### config.mk
export PLATFORM = sky130hd
export DESIGN_NAME = seq_divider
export DESIGN_NICKNAME = d
export VERILOG_FILES = /design/src/rtl/seq_divider_pkg.sv /design/src/rtl/seq_divider_div_step.sv /design/src/rtl/seq_divider.sv
export SDC_FILE = /design/constraint.sdc
export NUM_CORES = 1
export LEC_CHECK = 0
export ABC_AREA = 1
export CORE_UTILIZATION = 25
export CTS_BUF_LIST = sky130_fd_sc_hd__clkbuf_8
export DETAILED_ROUTE_END_ITERATION = 10
export PLACE_DENSITY = 0.48
export SLEW_MARGIN = 40
export SYNTH_ARGS = -nofsm -noshare
export SYNTH_HDL_FRONTEND = slang
export SYNTH_HIERARCHICAL = 1
export SYNTH_SLANG_ARGS = --single-unit
export TNS_END_PERCENT = 10
### constraint.sdc
create_clock -name clock -period 1.8 [get_ports clock]
set_clock_uncertainty 0.05 [all_clocks]
set_input_delay 0.36 -clock clock [delete_from_list [all_inputs] [get_ports clock]]
set_output_delay 0.36 -clock clock [all_outputs]
set_load 0.02 [all_outputs]
### src/rtl/seq_divider_pkg.sv
// seq_divider shared package: default width, FSM encoding,
// all-ones result constant and counter-width helper.
package seq_divider_pkg;

    localparam int DEF_WIDTH = 8;

    typedef enum logic {
        IDLE = 1'b0,
        RUN  = 1'b1
    } state_t;

    // Wide enough for any sane WIDTH; sliced by users.
    localparam logic [63:0] ALL_ONES = '1;

    // Bits needed to hold the iteration count 0..w.
    function automatic int cnt_w(input int w);
        return $clog2(w + 1);
    endfunction

endpackage

### src/rtl/seq_divider_div_step.sv
// div_step: one combinational restoring shift-subtract step.
// Ports: p/q/d in -> p_n/q_n out (partial remainder, quotient shift reg).
module div_step
    import seq_divider_pkg::*;
#(
    parameter int WIDTH = DEF_WIDTH
) (
    input  logic [WIDTH-1:0] p,
    input  logic [WIDTH-1:0] q,
    input  logic [WIDTH-1:0] d,
    output logic [WIDTH-1:0] p_n,
    output logic [WIDTH-1:0] q_n
);

    logic [WIDTH-1:0] p_sh;
    logic [WIDTH:0]   diff;

    // P never reaches 2^(WIDTH-1) before the last shift,
    // so dropping P's MSB loses nothing.
    assign p_sh = {p[WIDTH-2:0], q[WIDTH-1]};
    assign diff = {1'b0, p_sh} - {1'b0, d};

    always_comb begin
        p_n = p_sh;
        q_n = {q[WIDTH-2:0], 1'b0};
        if (!diff[WIDTH]) begin
            p_n = diff[WIDTH-1:0];
            q_n = {q[WIDTH-2:0], 1'b1};
        end
    end

endmodule

### src/rtl/seq_divider.sv
// seq_divider: multi-cycle restoring divider, start/busy/done handshake.
// Ports: clock, reset (async, active-low), start, dividend, divisor,
//   sign_mode -> busy, done (1-cycle pulse), quotient, remainder,
//   div_zero, overflow. Signed mode built with SEQ_DIVIDER_SIGNED_EN.
module seq_divider
    import seq_divider_pkg::*;
#(
    parameter int WIDTH = DEF_WIDTH
) (
    input  logic             clock,
    input  logic             reset,
    input  logic             start,
    input  logic [WIDTH-1:0] dividend,
    input  logic [WIDTH-1:0] divisor,
    input  logic             sign_mode,
    output logic             busy,
    output logic             done,
    output logic [WIDTH-1:0] quotient,
    output logic [WIDTH-1:0] remainder,
    output logic             div_zero,
    output logic             overflow
);

    localparam int CW = cnt_w(WIDTH);
    localparam logic [WIDTH-1:0] ONES = ALL_ONES[WIDTH-1:0];

    state_t           state_q, state_d;
    logic [WIDTH-1:0] p_q, p_d;
    logic [WIDTH-1:0] q_q, q_d;
    logic [WIDTH-1:0] dv_q, dv_d;
    logic [CW-1:0]    cnt_q, cnt_d;
    logic             busy_q, busy_d;
    logic             done_q, done_d;
    logic [WIDTH-1:0] quo_q, quo_d;
    logic [WIDTH-1:0] rem_q, rem_d;
    logic             dz_q, dz_d;
    logic             ov_q, ov_d;

    logic [WIDTH-1:0] p_n, q_n;
    logic [WIDTH-1:0] a_mag, b_mag;
    logic [WIDTH-1:0] q_fix, r_fix;
    logic             ovf_st;
    logic             accept;

    assign accept = (state_q == IDLE) && start
                  && (divisor != '0);

    div_step #(.WIDTH(WIDTH)) u_step (
        .p   (p_q),
        .q   (q_q),
        .d   (dv_q),
        .p_n (p_n),
        .q_n (q_n)
    );

`ifdef SEQ_DIVIDER_SIGNED_EN
    localparam logic [WIDTH-1:0] MIN_NEG =
        {1'b1, {(WIDTH-1){1'b0}}};

    logic a_neg, b_neg;
    logic neg_q_q, neg_r_q;

    assign a_neg = sign_mode & dividend[WIDTH-1];
    assign b_neg = sign_mode & divisor[WIDTH-1];
    assign a_mag = a_neg ? (~dividend) + 1'b1 : dividend;
    assign b_mag = b_neg ? (~divisor) + 1'b1 : divisor;

    // MIN / -1: magnitude core yields MIN r0 with no
    // sign fix-up, so only the flag needs raising.
    assign ovf_st = a_neg && b_neg
                 && (dividend == MIN_NEG)
                 && (divisor == ONES);

    assign q_fix = neg_q_q ? (~q_n) + 1'b1 : q_n;
    assign r_fix = neg_r_q ? (~p_n) + 1'b1 : p_n;

    always_ff @(posedge clock or negedge reset) begin
        if (!reset) begin
            neg_q_q <= 1'b0;
            neg_r_q <= 1'b0;
        end else if (accept) begin
            neg_q_q <= a_neg ^ b_neg;
            neg_r_q <= a_neg;
        end
    end
`else
    logic unused_sign;

    assign unused_sign = sign_mode;
    assign a_mag  = dividend;
    assign b_mag  = divisor;
    assign ovf_st = 1'b0;
    assign q_fix  = q_n;
    assign r_fix  = p_n;
`endif

    always_comb begin
        state_d = state_q;
        p_d     = p_q;
        q_d     = q_q;
        dv_d    = dv_q;
        cnt_d   = cnt_q;
        busy_d  = busy_q;
        done_d  = 1'b0;
        quo_d   = quo_q;
        rem_d   = rem_q;
        dz_d    = dz_q;
        ov_d    = ov_q;
        unique case (state_q)
            IDLE: begin
                if (start && divisor == '0) begin
                    quo_d  = ONES;
                    rem_d  = dividend;
                    dz_d   = 1'b1;
                    ov_d   = 1'b0;
                    done_d = 1'b1;
                end else if (accept) begin
                    p_d     = '0;
                    q_d     = a_mag;
                    dv_d    = b_mag;
                    cnt_d   = CW'(WIDTH);
                    dz_d    = 1'b0;
                    ov_d    = ovf_st;
                    busy_d  = 1'b1;
                    state_d = RUN;
                end
            end
            RUN: begin
                p_d   = p_n;
                q_d   = q_n;
                cnt_d = cnt_q - 1'b1;
                if (cnt_q == CW'(1)) begin
                    quo_d   = q_fix;
                    rem_d   = r_fix;
                    done_d  = 1'b1;
                    busy_d  = 1'b0;
                    state_d = IDLE;
                end
            end
            default: state_d = IDLE;
        endcase
    end

    always_ff @(posedge clock or negedge reset) begin
        if (!reset) begin
            state_q <= IDLE;
            p_q     <= '0;
            q_q     <= '0;
            dv_q    <= '0;
            cnt_q   <= '0;
            busy_q  <= 1'b0;
            done_q  <= 1'b0;
            quo_q   <= '0;
            rem_q   <= '0;
            dz_q    <= 1'b0;
            ov_q    <= 1'b0;
        end else begin
            state_q <= state_d;
            p_q     <= p_d;
            q_q     <= q_d;
            dv_q    <= dv_d;
            cnt_q   <= cnt_d;
            busy_q  <= busy_d;
            done_q  <= done_d;
            quo_q   <= quo_d;
            rem_q   <= rem_d;
            dz_q    <= dz_d;
            ov_q    <= ov_d;
        end
    end

    assign busy      = busy_q;
    assign done      = done_q;
    assign quotient  = quo_q;
    assign remainder = rem_q;
    assign div_zero  = dz_q;
    assign overflow  = ov_q;

endmodule

* Word-level counts from Yosys, hierarchy flattened
Cells that the tools add are included.
** Operators by class
- Equal/unequal tests :: 5
- $mul :: 0
- Divide/modulo/power cells :: 0
- Add/subtract/negate cells :: 2
- Reduce and logical (&&, ||, !) cells :: 11
- Multiplexer cells :: 31
- Order comparisons :: 0
- Bitwise gates (word level) :: 2
- Shift-type cells :: 0
** Operators by type and width (number)
- 2-to-1 mux 8 bit :: 7
- case mux 8 bit (2 select lines) :: 3
- 2-to-1 mux 7 bit :: 2
- case mux 7 bit (2 select lines) :: 1
- 2-to-1 mux 1 bit :: 12
- subtractor 8 x 8 -> 9 bit :: 1
- zero test 8 bit :: 1
- 2-to-1 mux 4 bit :: 2
- case mux 4 bit (2 select lines) :: 1
- nonzero test 8 bit :: 1
- case mux 1 bit (2 select lines) :: 3
- AND reduction 2 bit :: 3
- AND reduction 3 bit :: 2
- equality test 4 x 1 -> 1 bit (second input constant) :: 1
- inequality test 2 x 1 -> 1 bit (second input constant) :: 2
- inequality test 2 bit (second input constant) :: 2
- subtractor 4 x 1 -> 4 bit (second input constant) :: 1
- logical AND 1 bit :: 3
- NOT 1 bit :: 2
- nonzero test 2 bit :: 1
** Word-level totals
- Logic and storage cells :: 62
- ROM bits :: 0
- Bits in latches :: 0
- Memories kept :: 0
- Bits in writable memories :: 0
- Output and inout bits :: 20
- Bits in registers :: 48

* Logic depth before layout (Yosys ltp)
- Word-level depth :: 6
- Depth in mapped cells :: 15
- Mapped depth without buffers :: 15

* Modules after synthesis
The synthesis kept the hierarchy.
** Modules (own cells, without submodules)
- seq_divider :: instances 1, seq. area each 1201.2 µm², cells an instance 266, area an instance 2209.6 µm²
- div_step :: instances 1, seq. area each 0.0 µm², cells an instance 103, area an instance 595.6 µm²

* Worst setup path before layout
No wires, ideal clock.
- Kind :: reg-to-reg
- Start point :: register q_q[7]
- End point :: register rem_q[5], in the netlist remainder[5]
- Required time :: 1684 ps
- Path slack :: -164 ps
- Buffers on the path :: 1
- Period minus slack after synthesis :: 1964 ps
- Cell stages (with the launch flop) :: 16
- Arrival :: 1849 ps
- Cell sequence :: dfrtp_1 > inv_1 > ha_1 > fa_1 > inv_1 > nand2_1 > nand2_1 > nand3_4 > nand2_2 > buf_6 > nand3_1 > nand2_1 > nand2_1 > o21ai_0 > nand2_1 > nand2_1
** Between the ends
- Cells in the longest elaborated chain, start to end :: 4
** RTL lines
- start, declared :: line seq_divider.sv:29 : logic [WIDTH-1:0] q_q, q_d;
- start signal, assigned :: line seq_divider.sv:160 : q_q <= q_d;
- subtractor 8 x 8 -> 9 bit :: line seq_divider_div_step.sv:21 : assign diff = {1'b0, p_sh} - {1'b0, d};
- 2-to-1 mux 8 bit :: line seq_divider_div_step.sv:26 : if (!diff[WIDTH]) begin
- named net p_n[5] :: line seq_divider.sv:39 : logic [WIDTH-1:0] p_n, q_n;
- 2-to-1 mux 8 bit :: line seq_divider.sv:132 : if (cnt_q == CW'(1)) begin
- case mux 8 bit (2 select lines) :: line seq_divider.sv:109 : unique case (state_q)
- end signal, assigned :: line seq_divider.sv:166 : rem_q <= rem_d;
- end, declared :: line seq_divider.sv:35 : logic [WIDTH-1:0] rem_q, rem_d;
The timed path passes the listed nets, and every way through them passes these cells. The select of a mux whose other input is x is not followed.
A chain may end at the register's enable or synchronous reset.

* Final worst setup path
- Start point :: register dv_q[0]
- End point :: register rem_q[3], in the netlist remainder[3]
** Between the ends
- Cells in the longest elaborated chain, start to end :: 4
** RTL lines
- start, declared :: line seq_divider.sv:30 : logic [WIDTH-1:0] dv_q, dv_d;
- start signal, assigned :: line seq_divider.sv:161 : dv_q <= dv_d;
- subtractor 8 x 8 -> 9 bit :: line seq_divider_div_step.sv:21
- 2-to-1 mux 8 bit :: line seq_divider_div_step.sv:26
- named net p_n[3] :: line seq_divider.sv:39
- 2-to-1 mux 8 bit :: line seq_divider.sv:132
- case mux 8 bit (2 select lines) :: line seq_divider.sv:109
The timed path passes the listed nets, and every way through them passes these cells. The select of a mux whose other input is x is not followed.

==> summary.md <==
TritonCTS built the clock tree. In this run the core area contains 38 standard-cell rows. In the final routed layout, each cell accounts on average for 11.4 microns. Summing all flip-flop and latch instances after layout gives 1180 sq um. Fraction of final layout cells sized beyond drive strength 1: 0.209.

End of the worst register-to-register path: remainder[3]$_DFFE_PN0P_. Of all nets on the critical path, the largest fanout is 6. The global placement routability congestion was 0.734. The run gives 465 as the final net count.

The worst hold slack across all endpoints is 0.440 ns. The most numerous cell type found on the critical path is nand2_1. The number of nets handed over by synthesis was 397. Number of cells traversed by the worst hold path: 2. From synthesis to final layout, the design area changed by 35.3%. The floorplan step defined a die boundary enclosing 11500 sq um. Data on the critical path is required at its endpoint by 1.95 ns.

The number of design rule violations left after detail routing came out at 0. The total power density per cell area is 2070 nW/um^2. The placeable core region is 10800 sq um, and the path depth of the worst reg2reg path is 13. The min-delay analysis places its worst path in the category register to register. The number of clock buffers added by TritonCTS is 5. In this run the remaining antenna-violating nets after routing total 0. The final reports fail on negative setup slack. The tools report the total track usage as 0.128.

After clock tree synthesis, the setup repair step added 0 buffers. Summing every instance area after synthesis gives 2770 sq um. The final critical-path required period works out to 1.93 ns. The slowest stage of the critical path belongs to the cell dfrtp_1. The initial antenna violation count was 0. Global routing finished with a remaining overflow of 0. Setup repair after global routing could not meet its margin everywhere.

In this run the deepest clock path goes through 2 buffers. The tools report the startpoint of the worst register-to-register path as dv_q[0]$_DFFE_PN0P_. The worst stage delay on the critical path is 0.42 ns, and the maximum clock frequency is 518 MHz. Number of placed I/O pins: 40.

The flow ran to the end, but the final reports show violations. Maximum number of pins on one net before global-route repair: 48. For the via count, the log shows 2464. For hold timing, the worst endpoint is dv_q[7]$_DFFE_PN0P_.

The die is 107 microns wide. The tools report the clock latency of the later-clocked register in the worst-skew pair as 0.30 ns. The worst hold path begins at dv_q[7]$_DFFE_PN0P_. The root buffer cell chosen for the clock tree is clkbuf_8.

Max-cap violations in this run came to 0. The worst register-to-register path has a setup slack of -0.13 ns. The starting utilization of the core area was 0.256; the half-perimeter wire length after detailed placement was 4.92 mm.

Clock tree synthesis found a total of 47 sinks. The count of synthesis-stage warnings from yosys was 6; the number of DRC markers after the initial detailed-route iteration was 91. The static leakage is 1.96 nW, and the height of the chip is 107 microns.

Number of levels in the clock H-tree: 2. Clock-pin slew was measured on the worst setup and hold paths at 0.10 ns. A synthesized cell averages 7.57 sq um. The logs give 0 for the number of inserted diodes and -0.132 ns for the post-route worst setup slack. The first global-routing pass estimated 11.6 mm of wire. Adding up every negative setup slack in the final design gives -1.10 ns. The number of standard cells after synthesis is 366, and the number of endpoints with negative hold slack in the final report is 0. The tools report the type of element capturing the critical path as a register. In the final layout, the multi-input gates occupy 1360 sq um.

By startpoint and endpoint, the worst setup path is classified as register to register. The final count of pins violating max slew was 0. The number of global-route vias before repair is 2504. The filler cell count is 1195, and the count of input and output buffers is 37.

The worst setup path is launched from a register. Walking the worst path, the cells encountered are ha_4 > fa_2 > inv_2 > nand2_2 > nand2_4 > nand3_4 > buf_6 > nand3_1 > nand2_1 > nand2_1 > o21ai_2 > nand2_1 > nand2_1. IR analysis of the VDD net gives a maximum drop of 730 uV. The tools report the worst path arrival time as 2.09 ns. The final critical-path share of the clock period is 1.07, and the total length of routed wires is 6.54 mm. Count of TritonRoute iterations in the first routing pass: 4. The total of endpoints with negative setup slack in the final report is 13, and the via count normalized by instance count is 4.29.
==> worst max-delay path: cells and delay by family, from the launching register on <==
kind	cells	cell delay (ns)
simple gates	8	0.59
fa+ha+maj	2	0.50
flops	1	0.42
buf+inv	2	0.21
compound gates	1	0.06
==> per-stage QoR <==
| stage | utilization | instances | worst slack (ns) | instance area, sq um | power, W |
|---|---|---|---|---|---|
| CTS | 0.344 | 575 | -0.173 | 3730 | 0.00783 |
| global route | 0.346 | 575 | -0.253 | 3750 | 0.00861 |
| floorplan | - | 366 | -0.0655 | 2800 | 0.00505 |
| detailed placement | 0.328 | 566 | -0.257 | 3560 | 0.00671 |
| global placement | 0.328 | 566 | -0.213 | 3560 | 0.00666 |
| finish | 0.346 | 575 | -0.132 | 3750 | 0.00777 |
==> registers in the layout, indices dropped and copies added (netlist names) <==
name / cells
dv_q: 8
p_q: 7
cnt_q: 4
busy: 1
q_q: 8
state_q: 1
done: 1
div_zero: 1
remainder: 8
quotient: 8
==> how the worst max path moves through the flow <==
stage / start / end / slack [ns] / cells after the start
6_report: dv_q[0]$_DFFE_PN0P_ / remainder[3]$_DFFE_PN0P_ / -0.13 / 13
5_1_grt: dv_q[0]$_DFFE_PN0P_ / remainder[5]$_DFFE_PN0P_ / -0.25 / 13
4_1_cts: dv_q[0]$_DFFE_PN0P_ / remainder[3]$_DFFE_PN0P_ / -0.17 / 13
3_5_place_dp: q_q[7]$_DFFE_PN0P_ / remainder[3]$_DFFE_PN0P_ / -0.26 / 14
3_3_place_gp: dv_q[0]$_DFFE_PN0P_ / remainder[1]$_DFFE_PN0P_ / -0.21 / 13
2_1_floorplan: dv_q[0]$_DFFE_PN0P_ / remainder[5]$_DFFE_PN0P_ / -0.07 / 14
==> placed cells by master, fill, tap and decap left out, types with 2 or more instances in the layout <==
| cell type | count |
|---|---|
| xor2_1 | 2 |
| clkbuf_8 | 5 |
| nand2_4 | 3 |
| a21oi_2 | 2 |
| buf_4 | 41 |
| bufinv_16 | 2 |
| o21ai_2 | 4 |
| clkdlybuf4s50_1 | 36 |
| inv_1 | 32 |
| ha_1 | 8 |
| or2_2 | 9 |
| nor2_2 | 2 |
| nand3_1 | 48 |
| nand3b_1 | 2 |
| ha_4 | 2 |
| nor2_1 | 11 |
| nand2_2 | 4 |
| inv_2 | 4 |
| dfrtp_1 | 47 |
| o21ai_0 | 12 |
| o21ai_1 | 3 |
| buf_12 | 3 |
| nand2_1 | 139 |
==> metal layers <==
| layer | up-vias | wire (microns) | global-route usage | share of wire |
|---|---|---|---|---|
| met5 | - | 0 | 0 | 0 |
| met4 | 0 | 54 | 0.0352 | 0.0083 |
| met3 | 2 | 146 | 0.0194 | 0.022 |
| met2 | 22 | 3280 | 0.226 | 0.50 |
| met1 | 1170 | 3060 | 0.161 | 0.47 |
| li1 | 1270 | - | - | - |
==> layout make-up <==
type | instances | share of cell area
Multi-Input combinational cell | 260 | 0.364
Sequential cell | 47 | 0.314
Timing Repair Buffer | 83 | 0.201
Tap cell | 140 | 0.0467
Inverter | 37 | 0.0377
Clock inverter | 3 | 0.0190
Clock buffer | 5 | 0.0183
==> report_power, final <==
| part | internal (W) | switching [W] |
|---|---|---|
| Clock | 0.000564 | 0.000403 |
| Sequential | 0.00158 | 0.000317 |
| Combinational | 0.00230 | 0.00261 |
==> timing repair <==
item | in CTS | in global routing
endpoints found under the setup margin | 17 | 17
pin swaps | 4 | 3
gates resized for setup | 8 | 6
hold endpoints to repair | 47 | 0
hold buffers | 1 | 0
(Power assumes the default switching activity.)
